<file path="config.mk">
export PLATFORM = sky130hd
export DESIGN_NAME = chan_mux_seq
export DESIGN_NICKNAME = d
export VERILOG_FILES = /design/src/rtl/chan_mux_pkg.sv /design/src/rtl/chan_mux_next.sv /design/src/rtl/chan_mux_seq.sv
export SDC_FILE = /design/constraint.sdc
export NUM_CORES = 1
export LEC_CHECK = 0
export BUFFER_PORTS_ARGS = -buffer_cell sky130_fd_sc_hd__buf_2
export CAP_MARGIN = 20
export CORE_MARGIN = 4
export CORE_UTILIZATION = 35
export DETAILED_ROUTE_END_ITERATION = 6
export PLACE_DENSITY = 0.68
export SYNTH_ARGS = -nofsm -noshare
export SYNTH_HDL_FRONTEND = slang
export SYNTH_HIERARCHICAL = 1
export SYNTH_SLANG_ARGS = --single-unit
</file>
<file path="constraint.sdc">
create_clock -name clk -period 3.1 [get_ports clk]
set_input_delay 0.155 -clock clk [delete_from_list [all_inputs] [get_ports clk]]
set_output_delay 0.155 -clock clk [all_outputs]
set_load 0.05 [all_outputs]
</file>
<file path="src/rtl/chan_mux_pkg.sv">
// Shared FSM state encoding, mode encoding and next-state rule for chan_mux_seq.
package chan_mux_pkg;

  typedef enum logic [1:0] {
    ST_IDLE   = 2'd0,
    ST_MANUAL = 2'd1,
    ST_SCAN   = 2'd2
  } state_t;

  localparam logic MODE_MANUAL = 1'b0;
  localparam logic MODE_SCAN   = 1'b1;

  function automatic state_t next_state(input logic en, input logic mode);
    state_t s;
    if (!en) begin
      s = ST_IDLE;
    end else if (mode == MODE_SCAN) begin
      s = ST_SCAN;
    end else begin
      s = ST_MANUAL;
    end
    return s;
  endfunction

endpackage

</file>
<file path="src/rtl/chan_mux_next.sv">
// Rotate-priority search: first enabled channel strictly after i_ptr, wrapping,
// so a lone enabled channel finds itself.
module chan_mux_next #(
  parameter int CHANNELS = 8,
  parameter int SEL_W    = $clog2(CHANNELS)
) (
  input  logic [CHANNELS-1:0] i_mask,
  input  logic [SEL_W-1:0]    i_ptr,
  output logic [SEL_W-1:0]    o_next,
  output logic                o_any
);

  localparam logic [SEL_W:0] CH_L = (SEL_W+1)'(CHANNELS);

  logic [2*CHANNELS-1:0] w_dbl;
  logic [2*CHANNELS-1:0] w_shift;
  logic [CHANNELS-1:0]   w_rot;
  logic [SEL_W:0]        w_shamt;
  logic [SEL_W:0]        w_sum;
  logic [SEL_W:0]        w_diff;
  logic [SEL_W-1:0]      w_off;

  // Doubled mask shifted so bit 0 of w_rot is the channel just after i_ptr.
  assign w_dbl   = {i_mask, i_mask};
  assign w_shamt = {1'b0, i_ptr} + {{SEL_W{1'b0}}, 1'b1};
  assign w_shift = w_dbl >> w_shamt;
  assign w_rot   = w_shift[CHANNELS-1:0];
  assign o_any   = |i_mask;

  // Lowest set bit of the rotated mask is the distance to the next channel.
  always_comb begin
    w_off = '0;
    for (int k = CHANNELS - 1; k >= 0; k--) begin
      if (w_rot[k]) begin
        w_off = SEL_W'(k);
      end else begin
        w_off = w_off;
      end
    end
  end

  // Fold the offset back into the 0..CHANNELS-1 range.
  always_comb begin
    w_sum  = w_shamt + {1'b0, w_off};
    w_diff = w_sum - CH_L;
    if (w_sum >= CH_L) begin
      o_next = w_diff[SEL_W-1:0];
    end else begin
      o_next = w_sum[SEL_W-1:0];
    end
  end

endmodule

</file>
<file path="src/rtl/chan_mux_seq.sv">
// Channel multiplexer with manual select or masked auto-scan, one-deep
// registered output stage with valid/ready handshake.
module chan_mux_seq
  import chan_mux_pkg::*;
#(
  parameter int WIDTH    = 4,
  parameter int CHANNELS = 8,
  parameter int SEL_W    = $clog2(CHANNELS)
) (
  input  logic                      clk,
  input  logic                      rst_n,
  input  logic                      en,
  input  logic                      mode,
  input  logic [SEL_W-1:0]          sel,
  input  logic [CHANNELS-1:0]       chan_en,
  input  logic [CHANNELS*WIDTH-1:0] in_data,
  input  logic                      out_ready,
  output logic                      out_valid,
  output logic [WIDTH-1:0]          out_data,
  output logic [SEL_W-1:0]          out_ch,
  output logic                      sel_err
);

  localparam logic [SEL_W:0] CH_L = (SEL_W+1)'(CHANNELS);

  state_t           r_state;
  state_t           w_state_nxt;
  logic             r_valid,  w_valid_d;
  logic [WIDTH-1:0] r_data,   w_data_d;
  logic [SEL_W-1:0] r_ch,     w_ch_d;
  logic [SEL_W-1:0] r_ptr,    w_ptr_d;
  logic             r_err,    w_err_d;
  logic [SEL_W-1:0] w_next;
  logic             w_any;
  logic             w_take;
  logic             w_sel_oob;
  logic [WIDTH-1:0] w_chan [CHANNELS];

  for (genvar g = 0; g < CHANNELS; g++) begin : g_unpack
    assign w_chan[g] = in_data[g*WIDTH +: WIDTH];
  end

  chan_mux_next #(
    .CHANNELS (CHANNELS),
    .SEL_W    (SEL_W)
  ) u_next (
    .i_mask (chan_en),
    .i_ptr  (r_ptr),
    .o_next (w_next),
    .o_any  (w_any)
  );

  // The output slot may be refilled when empty or being drained this cycle.
  assign w_take    = !r_valid || out_ready;
  assign w_sel_oob = ({1'b0, sel} >= CH_L);

  // Decisions follow the state being entered so en/mode act on the very next edge.
  always_comb begin
    w_state_nxt = next_state(en, mode);
    w_valid_d   = r_valid;
    w_data_d    = r_data;
    w_ch_d      = r_ch;
    w_ptr_d     = r_ptr;
    w_err_d     = 1'b0;
    case (w_state_nxt)
      ST_IDLE: begin
        w_valid_d = 1'b0;
      end
      ST_MANUAL: begin
        if (w_take) begin
          w_valid_d = 1'b1;
          w_ch_d    = sel;
          if (w_sel_oob) begin
            w_data_d = '0;
            w_err_d  = 1'b1;
          end else begin
            w_data_d = w_chan[sel];
          end
        end else begin
          w_valid_d = r_valid;
        end
      end
      ST_SCAN: begin
        if (r_state != ST_SCAN) begin
          // Entry edge only rewinds the pointer; a held sample keeps waiting.
          w_ptr_d = '0;
          if (out_ready) begin
            w_valid_d = 1'b0;
          end else begin
            w_valid_d = r_valid;
          end
        end else if (w_take) begin
          if (w_any && chan_en[r_ptr]) begin
            w_valid_d = 1'b1;
            w_ch_d    = r_ptr;
            w_data_d  = w_chan[r_ptr];
            w_ptr_d   = w_next;
          end else if (w_any) begin
            w_valid_d = 1'b0;
            w_ptr_d   = w_next;
          end else begin
            w_valid_d = 1'b0;
          end
        end else begin
          w_valid_d = r_valid;
        end
      end
      default: begin
        w_valid_d = 1'b0;
      end
    endcase
  end

  // State and output registers.
  always_ff @(posedge clk) begin
    if (!rst_n) begin
      r_state <= ST_IDLE;
      r_valid <= 1'b0;
      r_data  <= '0;
      r_ch    <= '0;
      r_ptr   <= '0;
      r_err   <= 1'b0;
    end else begin
      r_state <= w_state_nxt;
      r_valid <= w_valid_d;
      r_data  <= w_data_d;
      r_ch    <= w_ch_d;
      r_ptr   <= w_ptr_d;
      r_err   <= w_err_d;
    end
  end

  assign out_valid = r_valid;
  assign out_data  = r_data;
  assign out_ch    = r_ch;
  assign sel_err   = r_err;

endmodule

</file>
==> summary.txt, run 1 <==
Synthesis
  – Synthesized net count: 270
  – Post-synthesis adder-cell area fraction: 1.76%
  – Yosys Warn Count: 6
  – Post-synthesis xor/xnor area fraction: 0.950%
  – Simple-Gate Fraction of Synth Area: a little over a quarter
  – Post-synth EDFFs: 0
  – Main combinational cell family by area after synthesis: simple AND/OR/NAND/NOR gates
  – Sequential area share after synthesis: 14.1%
  – Post-Synthesis Cells: 220
  – Mapped Area: between 1500 and 2000 µm²
  – Largest cells by area after synthesis: dfxtp_1, mux4_2, mux2i_1
  – Most used flip-flop cell after synthesis: dfxtp_1
  – Asr flop ratio synth: 0%
  – Area leader, netlist: dfxtp_1
  – Post-synth top cells: nand2_1, dfxtp_1, mux2i_1
  – Synth top area share: 14.1%
  – Synth Register Bits: 13
  – Syn Area/Cell: ~8.4 µm²
  – Count leader, synth: nand2_1
  – Compound-Gate Fraction of Synth Area: 24.1%
  – Netlist cell types: 60
  – Mux cell area share after synthesis: 24.0%

Critical path
  – Worst setup startpoint: r_ptr[1]
  – Slowest stage delay, CP: 0.51 ns
  – Critical Path RT: 3.28 ns
  – Crit Path Max Fanout: 6
  – R2R Setup Slk: 0.16 ns
  – Worst flop-to-flop path startpoint: r_ptr[1]
  – Crit path max-delay family: multiplexers
  – Cell Chain, Critical Path: buf_6 > mux4_2 > mux2_4 > a211o_1 > nand3_2 > ha_4 > inv_1 > fa_2 > xor2_2 > xnor2_1 > nand2_1 > mux2_2 > nor2_1
  – Startpoint types: register
  – Crit path DAT: 3.12 ns
  – Buf+Inv Stages, Crit Path: 2
  – CP max-delay cell: mux4_2
  – WS Path Type: reg -> reg
  – Crit path capture type: register

Power
  – Power Density: 248 nW/µm²
  – Peak VDD IR: approximately 120 µV
  – Leakage power: between 0.8 and 0.9 nW

Cells and area
  – # fillers: 509
  – Nets: 319
  – Final design utilization: 44.0%
  – Final Cell Area: 2250 µm²
  – Area grow syn2layout: 21.8%
  – Fin cells: 338
  – Share of layout cells above drive strength 1: 36.9%
  – ANT cells: 0

STA
  – Final count of hold timing violations: 0
  – Fin Setup TNS: 0 ns
  – Slew Limit Fails: 0
  – Final Cycle Share: between 90% and 100%
  – Slew @ Worst Pin: 0.776 ns
  – Clk_skew: 0.00328 ns
  – Setup violators final: 0
  – Min Tclk post-route: 2.94 ns
  – Slew headroom: between 40% and 50%
  – Peak Freq: about 0.34 GHz

Placement
  – DPL Wire Length: 4.08 mm
  – Port bufs: 55
  – Area after DPL: 2150 µm²
  – Placed cell count: 334
  – Routability Congestion: 0.842

Floorplanning
  – Die Y: 80.6 µm
  – Row cnt: 26
  – Initial Util: 36.1%
  – Ports: 57
  – Die footprint: 6490 µm²
  – Core ar.: 5110 µm²
  – Die W: 80.6 µm

Route
  – Post-DR wirelength/cell: 15.7 µm
  – First drt pass iteration count: 5
  – Drt initial violations: 114
  – Post-DR vias/cell: approximately 5.8
  – Via count: 1,956
  – Post-route DRC: 0
  – Antenna Nets Post-Route: 0
  – Final wirelength: 5.31 mm

Worst hold path
  – Tightest Hold Check Type: in -> reg
  – Worst hold start: mode

CTS
  – CTS tree: done
  – Clock Tree Root: clkbuf_8
  – CTS Sinks: 13
  – Worst skew pair latency: 0.24 ns
  – Worst-path clk slew: 0.06 ns
  – Max clock buf depth: 2
  – TritonCTS buffer count: 3
  – H-tree Lvls: 1

Global routing
  – GRT Overall Usage: 16.7%
  – Largest net degree at the start of global routing: 25
  – First-pass GRT wire length: 8.63 mm
  – Vias in the first global route: approximately 1,800
  – Initial antenna violation count: 0
  – GR Overflow Total: 0

Job
  – Max-cap viol count: 0

Run status
  – Outcome: completed
## area by class of cell
cell class	instances	area, µm²	area share [%]
flip-flops and latches	13	264	11.8
well taps	70	87.6	3.90
multi-input cells	182	1470	65.5
clock buffers	4	45.0	2.01
repair buffers	63	355	15.8
inverters	6	22.5	1.00
## flip-flops by register name (all words and copies together), names as in the netlist
register,flops
out_ch,3
r_state,2
out_valid,1
out_data,4
r_ptr,3
## logic make-up (layout without fill, tap and decap cells)
kind of cell             Yosys count  after routing
AND/OR/NAND/NOR                   91             91
AO/OA/AOI/OAI                     55             55
multiplexers                      31             31
buffers and inverters             25             73
flip-flops                        13             13
adder cells (fa/ha/maj)            2              2
XOR/XNOR                           2              2
other                              1              1
## cells in the final DEF, fill, tap and decap left out, types with 2 or more instances in the layout
master and count:
a2111oi_0 3, a2111oi_2 3, a21oi_1 9, a311oi_1 2, a31oi_1 10, a32o_1 5
and2_1 4, and3_1 3, buf_2 55, buf_4 5, buf_6 2, clkbuf_8 3
dfxtp_1 12, inv_1 5, mux2_2 7, mux2_4 2, mux2i_1 12, mux4_2 8
nand2_1 24, nand2b_1 4, nand3_1 9, nand3b_1 2, nand4_1 3, nand4b_1 2
nor2_1 9, nor2b_1 3, nor3_1 9, nor3b_1 5, nor4_1 3, nor4bb_1 4
o21ai_0 5, o21ai_1 3, o22ai_1 3, o31ai_1 2
## final timing paths
kind / end / cells after the start
worst min-delay path: r_state[0] / 2
worst min register to register: out_ch[1] / 2
worst max-delay path: r_ptr[2] / 13
worst max register to register: r_ptr[2] / 13
## report_power, final
| group | total (mW) | switching (mW) | internal, mW |
|---|---|---|---|
| clock network | 0.155 | 0.0639 | 0.0909 |
| logic | 0.222 | 0.133 | 0.0891 |
| registers | 0.181 | 0.00532 | 0.176 |
## layer usage
metal  track usage (%)  vias up  routed length [µm]
li1                  -      951                   -
met1              22.9      906                2270
met2              27.1       91                2600
met3              2.69        8                 388
met4              4.39        0                  53
met5                 0        -                   0
## repair_timing
| action | in CTS | in global routing |
|---|---|---|
| endpoints found under the hold margin | 0 | 0 |
| pin swaps | 0 | 2 |
| gates resized for setup | 1 | 13 |
| cloned | 0 | 0 |
| setup buffers | 0 | 0 |
| setup endpoints to repair | 1 | 1 |
| hold buffers | 0 | 0 |
## through the flow
step	hold WS (ns)	worst slack [ns]	power, mW
floorplan	0.231	0.0959	0.330
global placement	0.407	0.0328	0.399
global route	0.168	-0.0160	0.590
detailed placement	0.416	-0.0681	0.401
finish	0.161	0.158	0.558
CTS	0.163	0.00140	0.553
Note: power is estimated with default switching activity, not from simulation.
==> run 2, diff against run 1 <==
--- a/config.mk
+++ b/config.mk
@@ -10,6 +10,7 @@
 export CORE_MARGIN = 4
 export CORE_UTILIZATION = 35
 export DETAILED_ROUTE_END_ITERATION = 6
+export MAX_ROUTING_LAYER = met4
 export PLACE_DENSITY = 0.68
 export SYNTH_ARGS = -nofsm -noshare
 export SYNTH_HDL_FRONTEND = slang
==> constraint.sdc (replaced) <==
create_clock -name clk -period 2.55 [get_ports clk]
set_input_delay 0.1275 -clock clk [delete_from_list [all_inputs] [get_ports clk]]
set_output_delay 0.1275 -clock clk [all_outputs]
set_load 0.05 [all_outputs]
==> summary.txt, run 2 (same netlist as run 1, synthesis figures left out) <==
Run status
  – Outcome: complete, but fails checks
  – Failing checks: negative setup slack

Global routing
  – GR Overflow Total: 0
  – First-pass GRT wire length: ~9 mm
  – Vias in the first global route: 1,937
  – Largest net degree at the start of global routing: 25
  – GRT Overall Usage: 18.1%
  – Initial antenna violation count: 0

Cells and area
  – Final Cell Area: 2320 µm²
  – Most frequent cells in the layout: buf_2, nand2_1, buf_4
  – Share of layout cells above drive strength 1: 39.1%
  – Commonest non-fill, non-tap cell in the layout: buf_2
  – # fillers: between 500 and 600
  – Max reg flops: 4
  – ANT cells: 0
  – Final design utilization: 45.3%
  – Nets: 330
  – Area grow syn2layout: 25.6%

Route
  – Via count: 1,974
  – Post-route DRC: 0
  – First drt pass iteration count: 4
  – Drt initial violations: 104
  – Final wirelength: 5.46 mm
  – Antenna Nets Post-Route: 0
  – Post-DR wirelength/cell: 15.6 µm
  – Post-DR vias/cell: 5.66

STA
  – Slew @ Worst Pin: 0.526 ns
  – Slew Limit Fails: 0
  – Post-route setup slack: -0.441 ns
  – Clk_skew: 0.00820 ns
  – Hold WS: 0.147 ns
  – Peak Freq: 0.334 GHz
  – Min Tclk post-route: 2.99 ns
  – Slew headroom: 64.0%
  – Setup violators final: 2
  – RSZ-0062 raised after global routing: true
  – Final count of hold timing violations: 0
  – Final Cycle Share: 117%

Power
  – Clock network power share: 26.8%
  – Combinational power share: about two fifths
  – Internal: roughly 0.44 mW
  – Flop pwr share: between 30% and 40%
  – Sw power: 0.246 mW
  – Peak VDD IR: between 150 and 200 µV
  – Leakage power: 0.905 nW
  – Power Total: a little under 0.7 mW
  – Power Density: 298 nW/µm²
  – Switching Share: 35.6%

Worst hold path
  – Tightest Hold Check Type: in -> reg

Critical path
  – Buf+Inv Stages, Crit Path: 1
  – Crit path max-delay family: multiplexers
  – Startpoint types: register
  – CP max-delay cell: mux4_1
  – Crit path DAT: ~3.2 ns
  – Critical Path RT: 2.74 ns
  – Slowest stage delay, CP: 0.60 ns
  – Crit path capture type: register
  – WS Path Type: reg -> reg
  – Cell Chain, Critical Path: mux4_1 > mux2_2 > a211o_1 > nand3_1 > ha_1 > inv_1 > fa_2 > xor2_1 > xnor2_1 > nand2_1 > mux2_2 > nor2_2
  – Crit Path Max Fanout: 3
  – CP dominant cell by count: mux2_2

CTS
  – TritonCTS buffer count: 3
  – Worst skew pair latency: about 0.25 ns
  – Max clock buf depth: 2
  – Worst-path clk slew: approximately 0.060 ns
  – CTS tree: done
  – Clock Tree Root: clkbuf_8
  – H-tree Lvls: 1
  – CTS Sinks: 13
  – Cts hold-fix bufs: 0

Floorplanning
  – Row cnt: 26
  – Ports: 57
  – Die Y: between 80 and 90 µm
  – Initial Util: 36.1%
  – Die footprint: 6490 µm²
  – Core ar.: 5110 µm²
  – Die W: slightly above 80 µm

Placement
  – Port bufs: 55
  – DPL Wire Length: 4.39 mm
  – Routability Congestion: 0.805
  – Area after DPL: approximately 2300 µm²

Job
  – Max-cap viol count: 0
-- run 2: area by class of cell --
type,instances,area [µm²],share of cell area [%]
Timing Repair Buffer,74,434,18.7
Inverter,6,22.5,0.972
Multi-Input combinational cell,182,1460,63.2
Tap cell,70,87.6,3.78
Sequential cell,13,264,11.4
Clock buffer,4,45.0,1.94
-- run 2: what timing repair did --
action,CTS,global route
endpoints found under the hold margin,0,0
pin swaps,0,1
buffers inserted,0,1
setup endpoints to repair,2,3
gates resized for setup,2,2
-- run 2: final timing paths --
kind | startpoint | end | slack [ns] | cells after the start
max reg2reg | r_ptr[2] | r_ptr[2] | -0.44 | 12
min | mode | r_state[0] | 0.15 | 2
min reg2reg | out_ch[0] | out_ch[0] | 0.50 | 2
max | r_ptr[2] | r_ptr[2] | -0.44 | 12
-- run 2: through the flow --
step	std cells	worst slack, ns	setup TNS [ns]
floorplan	220	-0.324	-0.548
global placement	344	-0.361	-0.634
detailed placement	344	-0.469	-0.767
CTS	348	-0.432	-0.686
global route	349	-0.571	-0.982
finish	349	-0.441	-0.684
-- run 2: power by group through the flow --
stage	logic [mW]	clock network, mW	registers, mW
after floorplan	0.146	0	0.258
after global placement	0.276	0	0.225
after detailed placement	0.280	0	0.225
after CTS	0.281	0.186	0.220
after global routing	0.311	0.193	0.222
final	0.285	0.185	0.220
-- run 2: metal layers --
layer	part of all wire (%)	vias to the layer above	GRT usage, %
met5	0	-	-
met1	43	929	23.3
met4	1.3	0	4.39
met2	50	61	30.7
li1	-	975	-
met3	5.7	9	1.57
==> run 3, diff against run 2 <==
--- a/config.mk
+++ b/config.mk
@@ -7,6 +7,7 @@
 export LEC_CHECK = 0
 export BUFFER_PORTS_ARGS = -buffer_cell sky130_fd_sc_hd__buf_2
 export CAP_MARGIN = 20
+export CORE_ASPECT_RATIO = 2
 export CORE_MARGIN = 4
 export CORE_UTILIZATION = 35
 export DETAILED_ROUTE_END_ITERATION = 6
==> summary.txt, run 3 (same netlist as run 1, synthesis figures left out) <==
Placement
  – DPL Wire Length: 4.60 mm
  – Routability Congestion: ~0.9
  – Port bufs: 55
  – Post-Place Worst Slack: -0.425 ns
  – Placed cell count: 336

Power
  – Clock network power share: 27.0%
  – Flop pwr share: 31.6%
  – Internal: 0.446 mW
  – Sw power: 0.250 mW
  – Power Density: 295 nW/µm²
  – Switching Share: 35.9%
  – Combinational power share: around 41%
  – Power Total: between 0.6 and 0.7 mW
  – Leakage power: 0.946 nW
  – Peak VDD IR: between 150 and 200 µV

Cells and area
  – Nets: around 340
  – Most frequent cells in the layout: buf_2, buf_4, nand2_1
  – Area grow syn2layout: 28.0%
  – Final design utilization: a little under half
  – Commonest non-fill, non-tap cell in the layout: buf_2
  – Max reg flops: 4
  – Share of layout cells above drive strength 1: a little over two fifths
  – Fin cells: 344
  – ANT cells: 0

Route
  – Final wirelength: ~5.7 mm
  – Drt initial violations: 100
  – Via count: about 2,100
  – Post-DR wirelength/cell: 16.7 µm
  – Post-route DRC: 0
  – Routed met3 length: 249 µm
  – Post-DR vias/cell: 5.97
  – Met2 wire length: ~3.2 mm
  – Antenna Nets Post-Route: 0
  – First drt pass iteration count: 4
  – Top Metal Used: met4
  – Wl on met1: 1.92 mm

Worst hold path
  – Worst hold start: mode
  – Tightest Hold Check Type: in -> reg

Job
  – Max-cap viol count: 0

Global routing
  – First-pass GRT wire length: roughly 9 mm
  – GRT Overall Usage: 18.0%
  – GR Overflow Total: 0
  – Initial antenna violation count: 0
  – Largest net degree at the start of global routing: 25
  – Vias in the first global route: 2,041

Floorplanning
  – Die Y: 111 µm
  – Row cnt: 37
  – Ports: 57
  – Core ar.: 5140 µm²
  – Die footprint: 6570 µm²
  – Initial Util: 35.9%
  – Die W: 59.3 µm

STA
  – Setup violators final: 3
  – Slew @ Worst Pin: 0.545 ns
  – Slew headroom: 63.4%
  – Clk_skew: just over 0.001 ns
  – Final count of hold timing violations: 0
  – Hold WS: around 0.14 ns
  – RSZ-0062 raised after global routing: true
  – Peak Freq: between 0.3 and 0.4 GHz
  – Slew Limit Fails: 0
  – Post-route setup slack: -0.381 ns
  – Min Tclk post-route: 2.93 ns
  – Final Cycle Share: 115%

Critical path
  – Critical Path RT: between 2 and 3 ns
  – Crit path capture type: register
  – Startpoint types: register
  – Worst setup startpoint: r_ptr[1]
  – Crit Path Max Fanout: 6
  – Crit path DAT: 3.12 ns
  – Worst flop-to-flop path startpoint: r_ptr[1]
  – WS Path Type: reg -> reg

CTS
  – H-tree Lvls: 1
  – Worst skew pair latency: 0.24 ns
  – CTS Sinks: 13
  – Clock Tree Root: clkbuf_8
  – Max clock buf depth: 2
  – TritonCTS buffer count: 3
  – Cts hold-fix bufs: 0
  – CTS tree: done
  – Worst-path clk slew: 0.06 ns

Run status
  – Outcome: complete, but fails checks
  – Failing checks: negative setup slack
-- run 3: what timing repair did --
item / in CTS / in global routing
endpoints found under the hold margin: 0 / 0
pin swaps: 0 / 1
buffers inserted: 4 / 0
gates resized for setup: 5 / 8
endpoints found under the setup margin: 3 / 3
-- run 3: power by group through the flow --
stage	Sequential [mW]	Clock, mW	Combinational [mW]
floorplan	0.258	0	0.146
global placement	0.226	0	0.277
detailed placement	0.226	0	0.280
CTS	0.221	0.193	0.283
global route	0.222	0.203	0.311
finish	0.220	0.188	0.288
-- run 3: worst paths after layout --
path         cells past startpoint    endpoint  slack [ns]
max reg2reg                     13    r_ptr[2]       -0.38
max                             13    r_ptr[2]       -0.38
min reg2reg                      2   out_ch[0]        0.49
min                              2  r_state[0]        0.14
-- run 3: area by class of cell --
type	instances	area [µm²]
clock buffer	4	45.0
multi-input combinational	182	1480
inverter	6	22.5
fill	514	2780
sequential	13	264
tap	58	72.6
timing repair buffer	81	478
-- run 3: routing by layer --
| layer | GRT usage, % | vias up |
|---|---|---|
| li1 | - | 986 |
| met1 | 16.8 | 957 |
| met2 | 32.9 | 82 |
| met5 | - | - |
| met3 | 0.699 | 28 |
| met4 | 12.3 | 0 |
-- run 3: worst max-delay path, stage by stage, from the launching register on --
cell and delay, ns:
dfxtp_4 0.41, mux4_2 0.57, mux2i_4 0.17, o221ai_2 0.11, a211o_1 0.30, nand3_2 0.07
ha_2 0.16, inv_2 0.03, fa_2 0.32, xor2_1 0.19, xnor2_1 0.13, nand2_1 0.06
mux2_2 0.27, nor2_2 0.07
-- run 3: through the flow --
| stage | setup TNS (ns) | cell area [µm²] |
|---|---|---|
| after CTS | -0.662 | 2340 |
| after floorplan | -0.548 | 1860 |
| final | -0.674 | 2360 |
| after global routing | -1.01 | 2360 |
| after global placement | -0.651 | 2250 |
| after detailed placement | -0.769 | 2250 |
